## config.mk

```make
export PLATFORM = sky130hd
export DESIGN_NAME = systolic_array_ctrl
export DESIGN_NICKNAME = d
export VERILOG_FILES = /design/src/rtl/systolic_array_ctrl.sv
export SDC_FILE = /design/constraint.sdc
export NUM_CORES = 1
export LEC_CHECK = 0
export ABC_CLOCK_PERIOD_IN_PS = 7560
export BUFFER_PORTS_ARGS = -buffer_cell sky130_fd_sc_hd__buf_2
export CAP_MARGIN = 20
export CORE_ASPECT_RATIO = 0.75
export CORE_UTILIZATION = 58
export CTS_CLUSTER_DIAMETER = 100
export DETAILED_ROUTE_END_ITERATION = 6
export GPL_ROUTABILITY_DRIVEN = 1
export GPL_TIMING_DRIVEN = 0
export PLACE_DENSITY = 0.95
export SYNTH_ARGS = -nofsm -noshare
export SYNTH_HDL_FRONTEND = slang
export SYNTH_SLANG_ARGS = --single-unit
export TNS_END_PERCENT = 1
```

## constraint.sdc

```tcl
create_clock -name systolic_clk -period 7.56 [get_ports systolic_clk]
set_input_delay 0.378 -clock systolic_clk [delete_from_list [all_inputs] [get_ports systolic_clk]]
set_output_delay 0.378 -clock systolic_clk [all_outputs]
set_load 0.01 [all_outputs]
```

## src/rtl/systolic_array_ctrl.sv

```systemverilog
// Sequencer for a 4x4 8-bit systolic array: buffers operand rows, streams the
// skewed A/B wavefronts with a feed index, then captures the packed C rows.
module systolic_array_ctrl #(
  parameter int DATA_WIDTH = 32,
  parameter int DATA_SIZE  = 8,
  parameter int DIM_SIZE   = 4,
  parameter int TIMEOUT    = 4
) (
  input  logic                  systolic_clk,
  input  logic                  rst_n,
  input  logic                  ld_valid,
  input  logic                  ld_sel,
  input  logic [1:0]            ld_row,
  input  logic [DATA_WIDTH-1:0] ld_data,
  input  logic                  start,
  output logic                  busy,
  output logic                  c_valid,
  output logic                  err,
  output logic [DATA_WIDTH-1:0] c_row0,
  output logic [DATA_WIDTH-1:0] c_row1,
  output logic [DATA_WIDTH-1:0] c_row2,
  output logic [DATA_WIDTH-1:0] c_row3,
  output logic                  arr_rst_n,
  output logic                  arr_enable,
  output logic [DATA_WIDTH-1:0] rowA,
  output logic [DATA_WIDTH-1:0] rowB,
  output logic [3:0]            clk_count,
  input  logic                  arr_done,
  input  logic [DATA_WIDTH-1:0] arr_c0,
  input  logic [DATA_WIDTH-1:0] arr_c1,
  input  logic [DATA_WIDTH-1:0] arr_c2,
  input  logic [DATA_WIDTH-1:0] arr_c3
);

  localparam int IDX_W  = $clog2(DIM_SIZE);
  localparam int WAIT_W = $clog2(TIMEOUT + 1);
  localparam logic [3:0] T_FEED_END  = 4'(2 * DIM_SIZE - 2);
  localparam logic [3:0] T_DRAIN_END = 4'(3 * DIM_SIZE - 2);
  localparam logic [3:0] CNT_AFTER   = T_DRAIN_END + 4'd1;
  localparam logic [WAIT_W-1:0] WAIT_LAST = WAIT_W'(TIMEOUT - 1);

  typedef enum logic [2:0] {
    S_IDLE,
    S_CLR,
    S_FEED,
    S_DRAIN,
    S_WAIT,
    S_DONE
  } state_t;

  state_t state_reg, state_next;
  logic [3:0]        t_reg, t_next;
  logic [WAIT_W-1:0] wait_reg, wait_next;
  logic              err_next;
  logic              capture;
  logic              feed_next;
  logic [3:0]        clk_count_next;
  logic [DATA_WIDTH-1:0] row_a_next, row_b_next;

  logic [DATA_SIZE-1:0] a_buf [DIM_SIZE][DIM_SIZE];
  logic [DATA_SIZE-1:0] b_buf [DIM_SIZE][DIM_SIZE];

  // Operand buffers keep their contents across reset and across runs.
  always_ff @(posedge systolic_clk) begin
    if (ld_valid && state_reg == S_IDLE) begin
      for (int k = 0; k < DIM_SIZE; k++) begin
        if (ld_sel)
          b_buf[ld_row][k] <= ld_data[DATA_WIDTH-1-k*DATA_SIZE -: DATA_SIZE];
        else
          a_buf[ld_row][k] <= ld_data[DATA_WIDTH-1-k*DATA_SIZE -: DATA_SIZE];
      end
    end
  end

  always_comb begin
    state_next = state_reg;
    t_next     = t_reg;
    wait_next  = wait_reg;
    err_next   = 1'b0;
    capture    = 1'b0;
    case (state_reg)
      S_IDLE: begin
        t_next = '0;
        if (start) state_next = S_CLR;
      end
      S_CLR: begin
        t_next     = '0;
        state_next = S_FEED;
      end
      S_FEED: begin
        t_next = t_reg + 4'd1;
        if (t_reg == T_FEED_END) state_next = S_DRAIN;
      end
      S_DRAIN: begin
        t_next    = t_reg + 4'd1;
        wait_next = '0;
        if (t_reg == T_DRAIN_END) state_next = S_WAIT;
      end
      S_WAIT: begin
        if (arr_done) begin
          state_next = S_DONE;
          capture    = 1'b1;
        end else if (wait_reg == WAIT_LAST) begin
          state_next = S_IDLE;
          err_next   = 1'b1;
        end else begin
          wait_next = wait_reg + 1'b1;
        end
      end
      S_DONE:  state_next = S_IDLE;
      default: state_next = S_IDLE;
    endcase

    feed_next = (state_next == S_FEED) || (state_next == S_DRAIN);
    if (feed_next)
      clk_count_next = t_next;
    else if (state_next == S_WAIT || state_next == S_DONE)
      clk_count_next = CNT_AFTER;
    else
      clk_count_next = 4'd0;
  end

  // Skewed wavefronts, computed for the upcoming cycle so they leave registered.
  // t - i wraps to a large value when t < i, so one upper bound check suffices.
  genvar gi;
  generate
    for (gi = 0; gi < DIM_SIZE; gi++) begin : g_skew
      logic [3:0] ka;
      logic [3:0] kb;
      assign ka = t_next - 4'(gi);
      assign kb = t_next - 4'(gi);
      assign row_a_next[DATA_WIDTH-1-gi*DATA_SIZE -: DATA_SIZE] =
        (feed_next && ka <= 4'(DIM_SIZE - 1)) ? a_buf[gi][ka[IDX_W-1:0]] : '0;
      assign row_b_next[DATA_WIDTH-1-gi*DATA_SIZE -: DATA_SIZE] =
        (feed_next && kb <= 4'(DIM_SIZE - 1)) ? b_buf[kb[IDX_W-1:0]][gi] : '0;
    end
  endgenerate

  always_ff @(posedge systolic_clk) begin
    if (!rst_n) begin
      state_reg  <= S_IDLE;
      t_reg      <= '0;
      wait_reg   <= '0;
      busy       <= 1'b0;
      c_valid    <= 1'b0;
      err        <= 1'b0;
      arr_rst_n  <= 1'b0;
      arr_enable <= 1'b0;
      rowA       <= '0;
      rowB       <= '0;
      clk_count  <= '0;
      c_row0     <= '0;
      c_row1     <= '0;
      c_row2     <= '0;
      c_row3     <= '0;
    end else begin
      state_reg  <= state_next;
      t_reg      <= t_next;
      wait_reg   <= wait_next;
      busy       <= (state_next != S_IDLE);
      c_valid    <= (state_next == S_DONE);
      err        <= err_next;
      arr_rst_n  <= (state_next != S_CLR);
      arr_enable <= feed_next || (state_next == S_WAIT);
      rowA       <= row_a_next;
      rowB       <= row_b_next;
      clk_count  <= clk_count_next;
      if (capture) begin
        c_row0 <= arr_c0;
        c_row1 <= arr_c1;
        c_row2 <= arr_c2;
        c_row3 <= arr_c3;
      end
    end
  end

endmodule

```

==> impl_metrics.env <==
export IMPL_status="finished, final reports clean"
export IMPL_setup_viol=0
export IMPL_cts_setup_buffers=0
export IMPL_reg2reg_slack_ns=3.73
export IMPL_first_pass_iters=6
export IMPL_hp_class="input pin to flip-flop"
export IMPL_fin_util=0.730
export IMPL_dieHeight_um=149
export IMPL_drtAntennaViolNets=0
export IMPL_num_rows=53
export IMPL_required_ns=8.00
export IMPL_ctsResizeCount=0
export IMPL_seqCellArea_um2=11900
export IMPL_first_iter_violations=1057
export IMPL_worstSetupPathType="flip-flop to flip-flop"
export IMPL_hold_viol_final=0
export IMPL_ir_drop_mv=0.201
export IMPL_ys_warn_count=0
export IMPL_crit_fanout=12
export IMPL_synthMuxAreaShare=0.0891
export IMPL_die_w_um=198
export IMPL_grt_pass1_wl_um=66100
export IMPL_fin_crit_sh=0.507
export IMPL_viasPerCell=5.75
export IMPL_reg_largest_list="a_buf x128, b_buf x128"
export IMPL_via_count=11500
export IMPL_cp_arrival_ns=4.27
export IMPL_core_area_um2=28200
export IMPL_min_period_ns=3.83
export IMPL_reg2regPathDepth=10
export IMPL_cap_violations=0
export IMPL_grt_setup_unrepaired="no"
export IMPL_drive_gt1_frac=0.343
export IMPL_syn_area_um2=16700
export IMPL_ys_seq_area_frac=0.713
export IMPL_p_leak_uw=0.00794
export IMPL_dieArea_um2=29500
export IMPL_r2r_end="rowB[3]$_SDFF_PN0_"
export IMPL_worstReg2RegStart="state_reg[2]$_SDFF_PN0_"
export IMPL_syn_inst=1158
export IMPL_mostFrequentLayoutCell="buf_2"
export IMPL_num_nets_final=1755
export IMPL_final_cell_mix="buf_2, nand2_1, edfxtp_1, dfxtp_1, a21boi_0"
export IMPL_numClockSinks=467
export IMPL_track_usage=0.309
export IMPL_yosys_area_share_simple=0.102
export IMPL_power_density_nw_per_um2=249
export IMPL_async_flop_share=0
export IMPL_clk_path_buf_depth=3
export IMPL_yosys_area_share_adder=0.00674
export IMPL_io_pins=369
export IMPL_placed_cell_area_um2=19200
export IMPL_relSlewSlack=0.303
export IMPL_ys_types=49
export IMPL_synth_compound_area_share=0.0670
export IMPL_multiInputGateArea_um2=4510
export IMPL_synth_top_family_by_area="simple AND/OR/NAND/NOR gates"
export IMPL_max_slew_worst_pin_slew_ns=1.04
export IMPL_grt_pass1_vias=11300
export IMPL_root_buffer="clkbuf_16"
export IMPL_synth_xor_xnor_area_share=0.00105
export IMPL_routed_wl_um=46100
export IMPL_ys_ff_latch=467
export IMPL_tns_ns=0
export IMPL_skew_ns=0.0332
export IMPL_synth_edff_count=256
export IMPL_insertion_delay_ns=0.57
export IMPL_cts_hold_buf=0
export IMPL_antenna_found_initial=3
export IMPL_n_fill_cell=1703
export IMPL_hp_start="arr_c3[3]"
export IMPL_area_delta_synth_final_pct=23.1
export IMPL_slew_violations=0
export IMPL_cts_tree="done"
export IMPL_min_path_cells=3
export IMPL_dpl_hpwl_um=31500
export IMPL_avgSynthCellArea_um2=14.4
export IMPL_h_tree_depth=2
export IMPL_io_buffer_count=368
export IMPL_max_freq_mhz=261
export IMPL_grt_max_degree=33
export IMPL_route_detailed_drc=0
export IMPL_synthFlopType="edfxtp_1"
export IMPL_tritoncts_num_buffers=42
export IMPL_avgRoutedWirePerCell_um=23.1
export IMPL_gp_congestion=0.879
export IMPL_critPathCaptureType="flip-flop"
export IMPL_start_kind="flip-flop"
export IMPL_final_area_um2=20600
export IMPL_gr_total_overflow=0
export IMPL_start_util=0.593
export IMPL_clkSlewWorstSetupHoldPaths_ns=0.06
export IMPL_synthesis_nets=1335
export IMPL_min_to="c_row3[3]$_SDFFE_PN0P_"
-- cell families (layout without fill, tap and decap cells) --
group,Yosys count,after routing
flip-flops,467,467
AND/OR/NAND/NOR,394,394
AO/OA/AOI/OAI,146,146
buffers and inverters,73,526
multiplexers,67,67
adder cells (fa/ha/maj),9,9
XOR/XNOR,2,2
other,0,1
-- power breakdown --
group / switching, µW / internal, µW
logic: 158 / 121
registers: 11.3 / 2710
clock network: 938 / 1190
total: 1110 / 4020
-- cells in the mapped netlist (2+ instances only) --
cell	count	area share
buf_1	3	0.00067
and3_1	18	0.0067
buf_4	8	0.0036
nand3_1	5	0.0015
a21boi_0	129	0.058
buf_6	3	0.0020
nor2_2	2	0.00075
nand4_1	2	0.00075
and2_1	3	0.0011
o21ai_0	4	0.0012
nor2_1	26	0.0058
nand2b_1	5	0.0019
nor2b_1	40	0.015
nor3_1	3	0.00090
ha_1	9	0.0067
buf_2	18	0.0054
a211o_1	2	0.0010
a21oi_1	2	0.00060
clkbuf_1	34	0.0076
or3b_1	2	0.0010
dfxtp_1	211	0.25
nand2_1	279	0.063
edfxtp_1	256	0.46
mux4_2	64	0.086
inv_1	6	0.0013
-- routing by layer --
metal / up-vias / share of wire / track usage
met5: - / 0.00065 / 0
met4: 4 / 0.032 / 0.123
met3: 127 / 0.098 / 0.0723
met2: 738 / 0.49 / 0.506
met1: 5640 / 0.38 / 0.402
li1: 4971 / - / -
-- layout make-up --
class | count | share of cell area
Antenna cell | 1 | 0.000122
Timing Repair Buffer | 376 | 0.0953
Clock buffer | 69 | 0.0635
Multi-Input combinational cell | 618 | 0.219
Buffer | 66 | 0.0157
Clock inverter | 8 | 0.00274
Inverter | 7 | 0.00128
Sequential cell | 467 | 0.579
Tap cell | 385 | 0.0234
-- worst max path at each step --
stage | start | endpoint | slack (ns)
2_1_floorplan | state_reg[1]$_SDFF_PN0_ | a_buf[0][0]$_DFFE_PP_ | 4.00
3_3_place_gp | state_reg[1]$_SDFF_PN0_ | b_buf[0][7]$_DFFE_PP_ | 1.99
3_5_place_dp | state_reg[2]$_SDFF_PN0_ | rowB[21]$_SDFF_PN0_ | 3.94
4_1_cts | state_reg[2]$_SDFF_PN0_ | rowB[2]$_SDFF_PN0_ | 3.87
5_1_grt | state_reg[2]$_SDFF_PN0_ | rowB[3]$_SDFF_PN0_ | 3.68
6_report | state_reg[2]$_SDFF_PN0_ | rowB[3]$_SDFF_PN0_ | 3.73
-- through the flow --
stage               setup WS (ns)  hold slack, ns  total power [µW]  std cells
global placement             1.99           0.446              3030       1911
global route                 3.68          0.0756              5240       1996
detailed placement           3.94           0.454              3050       1919
finish                       3.73          0.0767              5130       1997
floorplan                    4.00           0.445              2910       1158
CTS                          3.87          0.0586              5120       1996
-- worst max-delay path, stage by stage (launching register included) --
cell and delay, ns:
dfxtp_1 0.42, buf_2 0.29, nand2b_1 0.14, nor2_1 0.05, a21oi_2 0.63, buf_4 0.39, ha_1 0.34, clkbuf_1 0.79
mux4_2 0.36, nand2_1 0.06, nor2_1 0.23
(Power assumes the default switching activity.)
